## src/rtl/mem_port_arbiter.sv

```systemverilog
// -----------------------------------------------------------------------------
// mem_port_arbiter
//
// Shares the data port (port B) of the dual-port memory between the CPU data
// path and an external requester (program loader / debug access). Ownership
// is held across bursts. An owner is forced to yield after MAX_BURST beats,
// but only while the other requester is waiting. Read data from the
// synchronous memory is passed straight through. A per-requester valid strobe
// marks the cycle after each read beat. Port A (instruction fetch) is not
// handled here.
//
// Parameters:
//   AW            address width
//   DW            data width
//   MAX_BURST     beats an owner may take before yielding to a waiting
//                 requester (1..15)
//   CPU_PRIORITY  1: CPU wins every tie from IDLE; 0: ties alternate
//
// Ports:
//   clk, rst                       clock, asynchronous active-high reset
//   cpu_req/we/addr/wdata          CPU beat request, held until granted
//   cpu_gnt, cpu_stall, cpu_rvalid CPU grant, stall (req & ~gnt), read valid
//   ext_req/we/addr/wdata          external beat request, held until granted
//   ext_gnt, ext_rvalid            external grant, read valid
//   rdata                          memory read data, shared by both requesters
//   mem_we_b, mem_addr_b,
//   mem_write_data_b               port B controls, driven by the granted side
//   mem_data_out_b                 port B read data (1-cycle latency)
// -----------------------------------------------------------------------------
module mem_port_arbiter #(
    parameter int AW           = 8,
    parameter int DW           = 8,
    parameter int MAX_BURST    = 4,
    parameter int CPU_PRIORITY = 0
) (
    input  logic          clk,
    input  logic          rst,

    input  logic          cpu_req,
    input  logic          cpu_we,
    input  logic [AW-1:0] cpu_addr,
    input  logic [DW-1:0] cpu_wdata,
    output logic          cpu_gnt,
    output logic          cpu_stall,
    output logic          cpu_rvalid,

    input  logic          ext_req,
    input  logic          ext_we,
    input  logic [AW-1:0] ext_addr,
    input  logic [DW-1:0] ext_wdata,
    output logic          ext_gnt,
    output logic          ext_rvalid,

    output logic [DW-1:0] rdata,

    output logic          mem_we_b,
    output logic [AW-1:0] mem_addr_b,
    output logic [DW-1:0] mem_write_data_b,
    input  logic [DW-1:0] mem_data_out_b
);

    typedef enum logic [1:0] {
        IDLE    = 2'd0,
        OWN_CPU = 2'd1,
        OWN_EXT = 2'd2
    } state_t;

    localparam logic [3:0] BURST_LIMIT = 4'(MAX_BURST);
    localparam logic       OWNER_CPU   = 1'b0;
    localparam logic       OWNER_EXT   = 1'b1;

    state_t     state;
    logic [3:0] beat_cnt;
    logic       last_owner;
    logic       rd_pend_cpu;
    logic       rd_pend_ext;
    logic       burst_left;

    // An owner keeps getting beats past the limit as long as nobody else
    // is waiting; the limit only matters when the other side wants the port.
    assign burst_left = (beat_cnt < BURST_LIMIT);

    assign cpu_gnt   = (state == OWN_CPU) && cpu_req && (burst_left || !ext_req);
    assign ext_gnt   = (state == OWN_EXT) && ext_req && (burst_left || !cpu_req);
    assign cpu_stall = cpu_req && !cpu_gnt;

    assign cpu_rvalid = rd_pend_cpu;
    assign ext_rvalid = rd_pend_ext;
    assign rdata      = mem_data_out_b;

    // Port B is driven only by a granted requester; otherwise it is parked at
    // zero so no stray write can reach the memory.
    always_comb begin
        mem_we_b         = 1'b0;
        mem_addr_b       = '0;
        mem_write_data_b = '0;
        if (cpu_gnt) begin
            mem_we_b         = cpu_we;
            mem_addr_b       = cpu_addr;
            mem_write_data_b = cpu_wdata;
        end else if (ext_gnt) begin
            mem_we_b         = ext_we;
            mem_addr_b       = ext_addr;
            mem_write_data_b = ext_wdata;
        end
    end

    // Ownership FSM, burst counter and read-pending flags. Entering an owner
    // state always restarts the burst count and records who owns the port,
    // so a tie from IDLE can go to the side that did not own it last.
    always_ff @(posedge clk or posedge rst) begin
        if (rst) begin
            state       <= IDLE;
            beat_cnt    <= 4'd0;
            last_owner  <= OWNER_EXT;
            rd_pend_cpu <= 1'b0;
            rd_pend_ext <= 1'b0;
        end else begin
            rd_pend_cpu <= cpu_gnt && !cpu_we;
            rd_pend_ext <= ext_gnt && !ext_we;

            case (state)
                IDLE: begin
                    if (cpu_req && ext_req) begin
                        if ((CPU_PRIORITY != 0) || (last_owner == OWNER_EXT)) begin
                            state      <= OWN_CPU;
                            beat_cnt   <= 4'd0;
                            last_owner <= OWNER_CPU;
                        end else begin
                            state      <= OWN_EXT;
                            beat_cnt   <= 4'd0;
                            last_owner <= OWNER_EXT;
                        end
                    end else if (cpu_req) begin
                        state      <= OWN_CPU;
                        beat_cnt   <= 4'd0;
                        last_owner <= OWNER_CPU;
                    end else if (ext_req) begin
                        state      <= OWN_EXT;
                        beat_cnt   <= 4'd0;
                        last_owner <= OWNER_EXT;
                    end
                end

                OWN_CPU: begin
                    // Hand over directly when the other side is waiting,
                    // either because the owner let go or used up its burst.
                    if (ext_req && (!cpu_req || !burst_left)) begin
                        state      <= OWN_EXT;
                        beat_cnt   <= 4'd0;
                        last_owner <= OWNER_EXT;
                    end else if (!cpu_req) begin
                        state <= IDLE;
                    end else if (cpu_gnt && burst_left) begin
                        beat_cnt <= beat_cnt + 4'd1;
                    end
                end

                OWN_EXT: begin
                    if (cpu_req && (!ext_req || !burst_left)) begin
                        state      <= OWN_CPU;
                        beat_cnt   <= 4'd0;
                        last_owner <= OWNER_CPU;
                    end else if (!ext_req) begin
                        state <= IDLE;
                    end else if (ext_gnt && burst_left) begin
                        beat_cnt <= beat_cnt + 4'd1;
                    end
                end

                default: begin
                    state <= IDLE;
                end
            endcase
        end
    end

endmodule

```

## config.mk

```make
export PLATFORM = sky130hd
export DESIGN_NAME = mem_port_arbiter
export DESIGN_NICKNAME = d
export VERILOG_FILES = /design/src/rtl/mem_port_arbiter.sv
export SDC_FILE = /design/constraint.sdc
export NUM_CORES = 1
export LEC_CHECK = 0
export BUFFER_PORTS_ARGS = -buffer_cell sky130_fd_sc_hd__buf_4
export CAP_MARGIN = 10
export CELL_PAD_IN_SITES_DETAIL_PLACEMENT = 1
export CELL_PAD_IN_SITES_GLOBAL_PLACEMENT = 1
export CORE_ASPECT_RATIO = 0.8
export CORE_MARGIN = 5
export CORE_UTILIZATION = 24
export CTS_BUF_LIST = sky130_fd_sc_hd__clkbuf_4 sky130_fd_sc_hd__clkbuf_8
export DETAILED_ROUTE_END_ITERATION = 10
export PLACE_DENSITY = 0.79
export SLEW_MARGIN = 30
export SYNTH_ARGS = -nofsm -noshare
export SYNTH_HDL_FRONTEND = slang
export SYNTH_SLANG_ARGS = --single-unit
export TNS_END_PERCENT = 100
```

## constraint.sdc

```tcl
create_clock -name clk -period 1.81 [get_ports clk]
set_input_delay 0.181 -clock clk [delete_from_list [all_inputs] [get_ports clk]]
set_output_delay 0.181 -clock clk [all_outputs]
set_load 0.05 [all_outputs]
```

* Word level (Yosys, flattened, before mapping)
Cells that the tools add are included.
** Storage, ports and cells
- Flip-flop bits (word level) :: 9
- Input port bits :: 46
- Word-level logic and storage cells :: 77
- Output and inout bits :: 30
** Operators by class
- Add/subtract/negate cells :: 1
- $lt $le $gt $ge :: 1
- Reduce and logical (&&, ||, !) cells :: 27
- Muxes and demuxes :: 32
- Equal/unequal tests :: 11
** Operators with widths (number)
- two-way mux 4 bit :: 9
- two-way mux 8 bit :: 4
- two-way mux 2 bit :: 8
- logical AND 1 bit :: 12
- != test 3 x 2 -> 1 bit, second input constant :: 4
- one-hot mux 4 bit (3 select lines) :: 1
- two-way mux 1 bit :: 8
- zero test 1 bit :: 6
- != test 3 x 1 -> 1 bit, second input constant :: 2
- one-hot mux 2 bit (3 select lines) :: 1
- AND reduction 6 bit :: 1
- adder 4 x 1 -> 4 bit, second input constant :: 1
- logical OR 1 bit :: 4
- less-than comparator 4 x 3 -> 1 bit, second input constant :: 1
- != test 2 x 1 -> 1 bit, second input constant :: 2
- != test 4 bit, second input constant :: 1
- AND reduction 4 bit :: 1
- one-hot mux 1 bit (3 select lines) :: 1
- AND reduction 3 bit :: 1
- nonzero test 3 bit :: 1
- equality test 2 x 1 -> 1 bit, second input constant :: 1
- equality test 2 bit, second input constant :: 1
- zero test 2 bit :: 1

* Logic depth before layout (Yosys ltp)
Gate-level depths: netlist of run 1.
- Word-level depth :: 8
- Depth in mapped cells :: 7
- Depth with buffers taken out :: 6

* Worst setup path after synthesis of run 1
Ideal clock, no wire load.
- Path type :: flip-flop to output port
- From :: register state[1]
- To :: output mem_addr_b[0]
- Stages on the path, launching flop included :: 7
- Arrival time :: 1.809 ns
- Required time :: 1.629 ns
- Path buffers :: 1
- Setup slack :: -0.180 ns
- Path through :: dfrtp_1 inv_1 ha_1 nand2_1 a21oi_2 buf_2 a22o_1
** On the way
- Elaborated cells on any way between the ends :: 8
- Classes of those cells :: 2 x eq/ne; 2 x mux; 4 x reduce/logical
** RTL lines
- from (decl) :: line 72 : state_t state;
- from (signal assigned) :: line 113 : state <= IDLE;
- from (signal assigned) :: line 126 : state <= OWN_CPU;
- from (signal assigned) :: line 130 : state <= OWN_EXT;
- equality test 2 x 1 -> 1 bit :: line 83 : assign cpu_gnt = (state == OWN_CPU) && cpu_req && (burst_left || !ext_req);
- logical AND 1 bit (2 in a row) :: line 83
- via cpu_gnt :: line 43 : output logic cpu_gnt,
- two-way mux 8 bit :: line 97 : if (cpu_gnt) begin
- to (decl) :: line 57 : output logic [AW-1:0] mem_addr_b,
The timed path passes the listed nets, and every way through them passes these cells.

* Final worst setup path of run 1
- From :: register state[1]
- To :: output mem_write_data_b[2]
** On the way
- Cells in the longest elaborated chain, start to end :: 5
- Elaborated cells on any way between the ends :: 8
- Classes of those cells :: 2 x eq/ne; 2 x mux; 4 x reduce/logical
** RTL lines
- equality test 2 bit :: line 84 : assign ext_gnt = (state == OWN_EXT) && ext_req && (burst_left || !cpu_req);
- logical AND 1 bit (2 in a row) :: line 84
- two-way mux 8 bit :: line 101 : end else if (ext_gnt) begin
- two-way mux 8 bit (*) :: line 97
- to (decl) :: line 58 : output logic [DW-1:0] mem_write_data_b,
Mark *: on every way between the ends. The rest lies on a longest branch, timed or not.

==> metrics.csv, run 1 <==
metric,value,unit
diodes,0,
cts-root-buf,clkbuf_8,
drtIter0Drc,80,
crit_chain,inv_2 > ha_4 > nand2_4 > a21oi_4 > nor2_4 > buf_12 > a22o_4 > buf_8,
dp.cells,190,
total_power,2.78,mW
routed_wirelength,4.28,mm
multi_input_area,684,sq um
cp_top_family,compound AO/OA/AOI/OAI gates,
synth.distinct_cells,33,
port_buffers,59,
start_util,25.3,%
ys_ff_latch,9,
cellPowerDensity,1570,mW/mm^2
grt_use_total,15.5,%
regToRegEndpoint,state[0],
fin_nets,219,
grt_overflow,0,
yosysSeqAreaShare,25.6,%
skew,0.381,ps
dp.final_hpwl,2.84,mm
synth_top_area_share,22.6,%
coreArea,0.00349,sq mm
max_stage_delay,410,ps
area_growth_syn_to_layout,99.9,%
r2r_setup_slack,-130,ps
fin_cells,209,
power_leakage,0.872,nW
antenna_found_initial,0,
outcome,"complete, but fails checks",
viasPerCell,4.89,
vias,1022,
ios,76,
rr_worst_depth,8,
cap_violations,0,
max-slew-margin-rel,71.5,%
fp-row-count,19,
grt_pass1_wl,6.05,mm
grt_setup_unrepaired,yes,
setup_violations,22,
r2r-start,state[1],
fillCellCount,391,
path_class,reg -> out,
ant_nets,0,
clock_sink_count,9,
worst_pin_slew,425,ps
end_kind,output port,
wire_per_inst,20.5,um
crit_path_end,mem_write_data_b[2],
setup_slack,-157,ps
post_synth.cell_area_avg,9.62,sq um
die-area,0.00501,sq mm
hold_viol_final,0,
first_pass_iters,4,
ys_warn_count,0,
peakVddDrop,0.832,mV
holdCritStartpoint,cpu_we,
cts_buffers,3,
die_h,64.3,um
start_kind,flip-flop,
dieWidth,77.9,um
synthTopCellsByArea,"dfrtp_1 23%, a22o_1 18%, buf_4 7.6%",
layout-drive-gt1-share,74.9,%
syn-num-nets,143,
fin_crit_sh,109,%
failed_checks,negative setup slack,
fmax,0.508,GHz
seq_area,228,sq um
required,1630,ps
clock_latency,230,ps
critical_path.startpoint,state[1],
cts_tree,built,
arrival,1790,ps
finalSetupTns,-2940,ps
route.detailed.drc,0,
worst-path-max-fanout,17,
syn_inst,92,
gp_congestion,0.821,
grt_max_degree,18,
htree_num_levels,1,
hold_class,in -> reg,
grt_pass1_vias,1155,
post-route-min-period,1970,ps
clockBufferDepth,2,
drv_slew,0,
worst-path-stages,8,
clk_pin_slew,50,ps
yosysTopAreaCell,dfrtp_1,
path_buf_inv,3,
syn_area,885,sq um
slowest_stage,dfrtp_1,
[kinds of logic after synthesis]
| logic type | share of synthesized area (%) |
|---|---|
| flip-flops | 25.6 |
| buffers and inverters | 13.2 |
| AND/OR/NAND/NOR | 15.4 |
| multiplexers | 6.22 |
| adder cells (fa/ha/maj) | 7.07 |
| AO/OA/AOI/OAI | 32.5 |
[per-stage QoR]
step | setup WS [ps] | hold WS [ps] | instance area [sq um] | utilization [%]
after floorplan | -31.7 | 8.20 | 917 | -
after global placement | -20.8 | 160 | 1400 | 40.2
after detailed placement | -116 | 166 | 1400 | 40.2
after CTS | -88.0 | 105 | 1650 | 47.3
after global routing | -207 | 109 | 1770 | 50.6
final | -157 | 105 | 1770 | 50.6
[timing repair]
item                                    4_1_cts  5_1_grt
endpoints found under the setup margin       23       25
pin swaps                                     5        4
endpoints found under the hold margin         8        0
hold buffers                                  1        0
buffers inserted                              7        7
gates resized for setup                      32       13
cloned                                        1        0
[worst register-to-register path, stage by stage (launching register included)]
cell and delay (ps):
dfrtp_1 390, inv_2 80, buf_4 140, buf_6 110, ha_4 150, nor3b_4 170, buf_6 120, or4_4 450
o32ai_4 240
[sequential cells by signal, indices dropped and copies added (netlist names)]
| register | count |
|---|---|
| state | 2 |
| ext_rvalid | 1 |
| last_owner | 1 |
| beat_cnt | 4 |
| cpu_rvalid | 1 |
[how the worst min path moves through the flow]
stage | to | cells after the start | slack [ps]
after floorplan | beat_cnt[0] | 1 | 8
after global placement | ext_rvalid | 2 | 160
after detailed placement | ext_rvalid | 2 | 170
after CTS | cpu_rvalid | 2 | 110
after global routing | cpu_rvalid | 2 | 110
final | cpu_rvalid | 2 | 100
[layer usage]
| layer | GRT usage (%) | routed length [um] |
|---|---|---|
| met1 | 14.8 | 1460 |
| met2 | 31.3 | 2580 |
| met3 | 2.81 | 90 |
| met4 | 7.73 | 154 |
| met5 | 0 | 0 |
[Yosys cell counts]
cell	n
nor2b_1	3
nor3b_2	1
o32ai_2	1
or4_4	1
a22oi_1	1
nor3_1	2
o21bai_1	1
a21oi_2	2
nor2_2	1
ha_1	5
nor3b_1	1
nand2_1	7
buf_2	3
buf_4	9
nand3_2	1
inv_2	1
inv_1	5
dfstp_2	1
dfrtp_1	8
o21ai_0	1
nand2b_1	1
buf_6	1
a32oi_1	1
or2_4	1
a221oi_2	1
o22ai_1	1
a21oi_1	2
mux2_4	3
mux2i_1	1
a2111oi_4	1
a22o_1	18
nor2_1	5
o21ai_2	1
[report_power, final]
part	total, mW	switching, mW	internal (mW)
Clock	0.253	0.0845	0.169
Combinational	2.20	1.17	1.03
Sequential	0.322	0.0533	0.268
[final cells by class]
type	count	share of cell area, %
multi-input combinational	64	38.7
tap	42	2.97
sequential	9	12.9
timing repair buffer	84	41.4
inverter	6	1.27
clock buffer	4	2.76
[cells in the final DEF (no fill, tap or decap), types with 4 or more instances in the layout]
cell and n:
nand2_1 6, nor2_1 4, buf_6 21, buf_4 60, a22o_1 7, a22o_2 8
dfrtp_1 7
Power figures use the tool's default switching activity.
==> run 2: changes to the inputs <==
RECOVER_POWER = 50   (was default)
==> run 2 against run 1 <==
Effect of this change:
- the run still ends with negative setup slack left
- combinational power barely moved
- via count barely moved
- clock-buffer cell count unchanged
- clock skew is the same
- non-clock buffer count did not move
- core utilization is the same
- critical path depth did not move
- worst hold slack stayed put
- power about the same
- setup slack gained 8.1 ps
- first-iteration DRC count did not move
- final cell count is the same
- largest cell class unchanged
- largest power group unchanged
==> metrics.csv, run 2 (synthesis gave the netlist of run 1 again) <==
metric,value,unit,change
skew,0.381,ps,unchanged
final_cell_mix,"59 x buf_4, 21 x buf_6, 8 x a22o_2, 7 x a22o_1, 7 x dfrtp_1",,"was 60 x buf_4, 21 x buf_6, 8 x a22o_2, 7 x a22o_1, 7 x dfrtp_1"
gp_congestion,0.821,,unchanged
ant_nets,0,,unchanged
peakVddDrop,0.832,mV,about the same
p_sw_share,47.0,%,was 47.1%
area_growth_syn_to_layout,99.9,%,unchanged
hold_viol_final,0,,unchanged
setup_slack,-149,ps,was -157 ps
coreArea,0.00349,sq mm,unchanged
failed_checks,negative setup slack,,unchanged
fin_nets,219,,unchanged
die_h,64.3,um,unchanged
drtIter0Drc,80,,unchanged
start_kind,flip-flop,,unchanged
route.detailed.drc,0,,unchanged
start_util,25.3,%,unchanged
cellPowerDensity,1570,mW/mm^2,about the same
power_leakage,0.872,nW,about the same
post-route-min-period,1960,ps,was 1970 ps
viasPerCell,4.89,,about the same
mostFrequentLayoutCell,buf_4,,unchanged
grt_pass1_vias,1155,,unchanged
dieWidth,77.9,um,unchanged
grt_pass1_wl,6.05,mm,unchanged
fmax,0.511,GHz,was 0.508 GHz
regMostFlops,beat_cnt,,unchanged
outcome,"complete, but fails checks",,unchanged
diodes,0,,unchanged
p_int,1.47,mW,about the same
fillCellCount,391,,unchanged
finalSetupTns,-2810,ps,was -2940 ps
design_area,0.00177,sq mm,unchanged
clock_latency,230,ps,about the same
required,1630,ps,about the same
hold_class,in -> reg,,unchanged
clk_pin_slew,50,ps,about the same
p_clk_share,9.1,%,about the same
htree_num_levels,1,,unchanged
path_class,reg -> out,,unchanged
clock_sink_count,9,,unchanged
grt_overflow,0,,unchanged
cap_violations,0,,unchanged
fin_crit_sh,108,%,was 109%
port_buffers,59,,unchanged
die-area,0.00501,sq mm,unchanged
r2r-start,state[1],,unchanged
arrival,1780,ps,was 1790 ps
setup_violations,22,,unchanged
placed_cell_area,0.00140,sq mm,unchanged
first_pass_iters,4,,unchanged
critical_path.startpoint,state[1],,unchanged
cts_tree,built,,unchanged
layout-drive-gt1-share,74.9,%,unchanged
ios,76,,unchanged
vias,1023,,was 1022
holdCritStartpoint,cpu_we,,unchanged
worst-path-max-fanout,17,,unchanged
worst_pin_slew,425,ps,about the same
pwr-share-seq,11.6,%,about the same
routed_wirelength,4.27,mm,was 4.28 mm
dp.final_hpwl,2.84,mm,unchanged
pwr-share-comb,79.3,%,about the same
grt_use_total,15.5,%,unchanged
fp-row-count,19,,unchanged
drv_slew,0,,unchanged
preCtsSetupSlack,-116,ps,unchanged
max-slew-margin-rel,71.5,%,about the same
cts-root-buf,clkbuf_8,,unchanged
largest_register_ff_count,4,,unchanged
wire_per_inst,20.4,um,was 20.5 um
grt_max_degree,18,,unchanged
grt_setup_unrepaired,yes,,unchanged
end_kind,output port,,unchanged
reg_top3,"beat_cnt: 4 flops, state: 2 flops",,unchanged
total_power,2.77,mW,was 2.78 mW
cts_buffers,3,,unchanged
clockBufferDepth,2,,unchanged
antenna_found_initial,0,,unchanged
p_switching,1.30,mW,was 1.31 mW
-- run 2: worst paths after layout --
kind	end	cells after the start	slack, ps
worst max-delay path	mem_write_data_b[2]	8	-150
worst min-delay path	cpu_rvalid	2	100
worst max register to register	state[0]	8	-130
worst min register to register	beat_cnt[1]	1	520
max in group asynchronous	last_owner	3	1060
min in group asynchronous	ext_rvalid	3	460
-- run 2: area by class of cell --
type                            instances  area (sq um)  area share [%]
Clock buffer                            4          48.8            2.76
Inverter                                6          22.5            1.27
Sequential cell                         9           228            12.9
Timing Repair Buffer                   84           732            41.4
Multi-Input combinational cell         64           684            38.7
Tap cell                               42          52.6            2.97
-- run 2: repair_timing --
| item | 4_1_cts | 5_1_grt |
|---|---|---|
| hold endpoints to repair | 8 | 0 |
| hold buffers | 1 | 0 |
| resized for setup | 32 | 13 |
| cloned | 1 | 0 |
| setup endpoints to repair | 23 | 25 |
| buffers inserted | 7 | 7 |
| pin swaps | 5 | 4 |
-- run 2: routing by layer --
metal  global-route usage (%)  routed length, um  vias up
met5                        0                  0        -
met4                     7.73                154        0
met3                     2.81                 90       15
met2                     31.3               2570       23
met1                     14.8               1450      502
li1                         -                  -      483
-- run 2: critical path, stage by stage (launching register included) --
cell     delay, ps
dfrtp_1        410
inv_2          100
ha_4           150
nand2_4         60
a21oi_4        220
nor2_4          70
buf_12         150
a22o_4         230
buf_8          150
-- run 2: metrics by stage --
step | cells | util, % | hold slack [ps]
floorplan | 92 | - | 8.20
global placement | 190 | 40.2 | 160
detailed placement | 190 | 40.2 | 166
CTS | 203 | 47.3 | 105
global route | 209 | 50.6 | 109
finish | 209 | 50.6 | 105
-- run 2: power by group through the flow --
stage / combinational, mW / clock (mW) / sequential (mW)
after floorplan: 1.12 / 0 / 0.313
after global placement: 1.56 / 0 / 0.301
after detailed placement: 1.61 / 0 / 0.308
after CTS: 1.90 / 0.258 / 0.314
after global routing: 2.31 / 0.265 / 0.327
final: 2.20 / 0.253 / 0.322
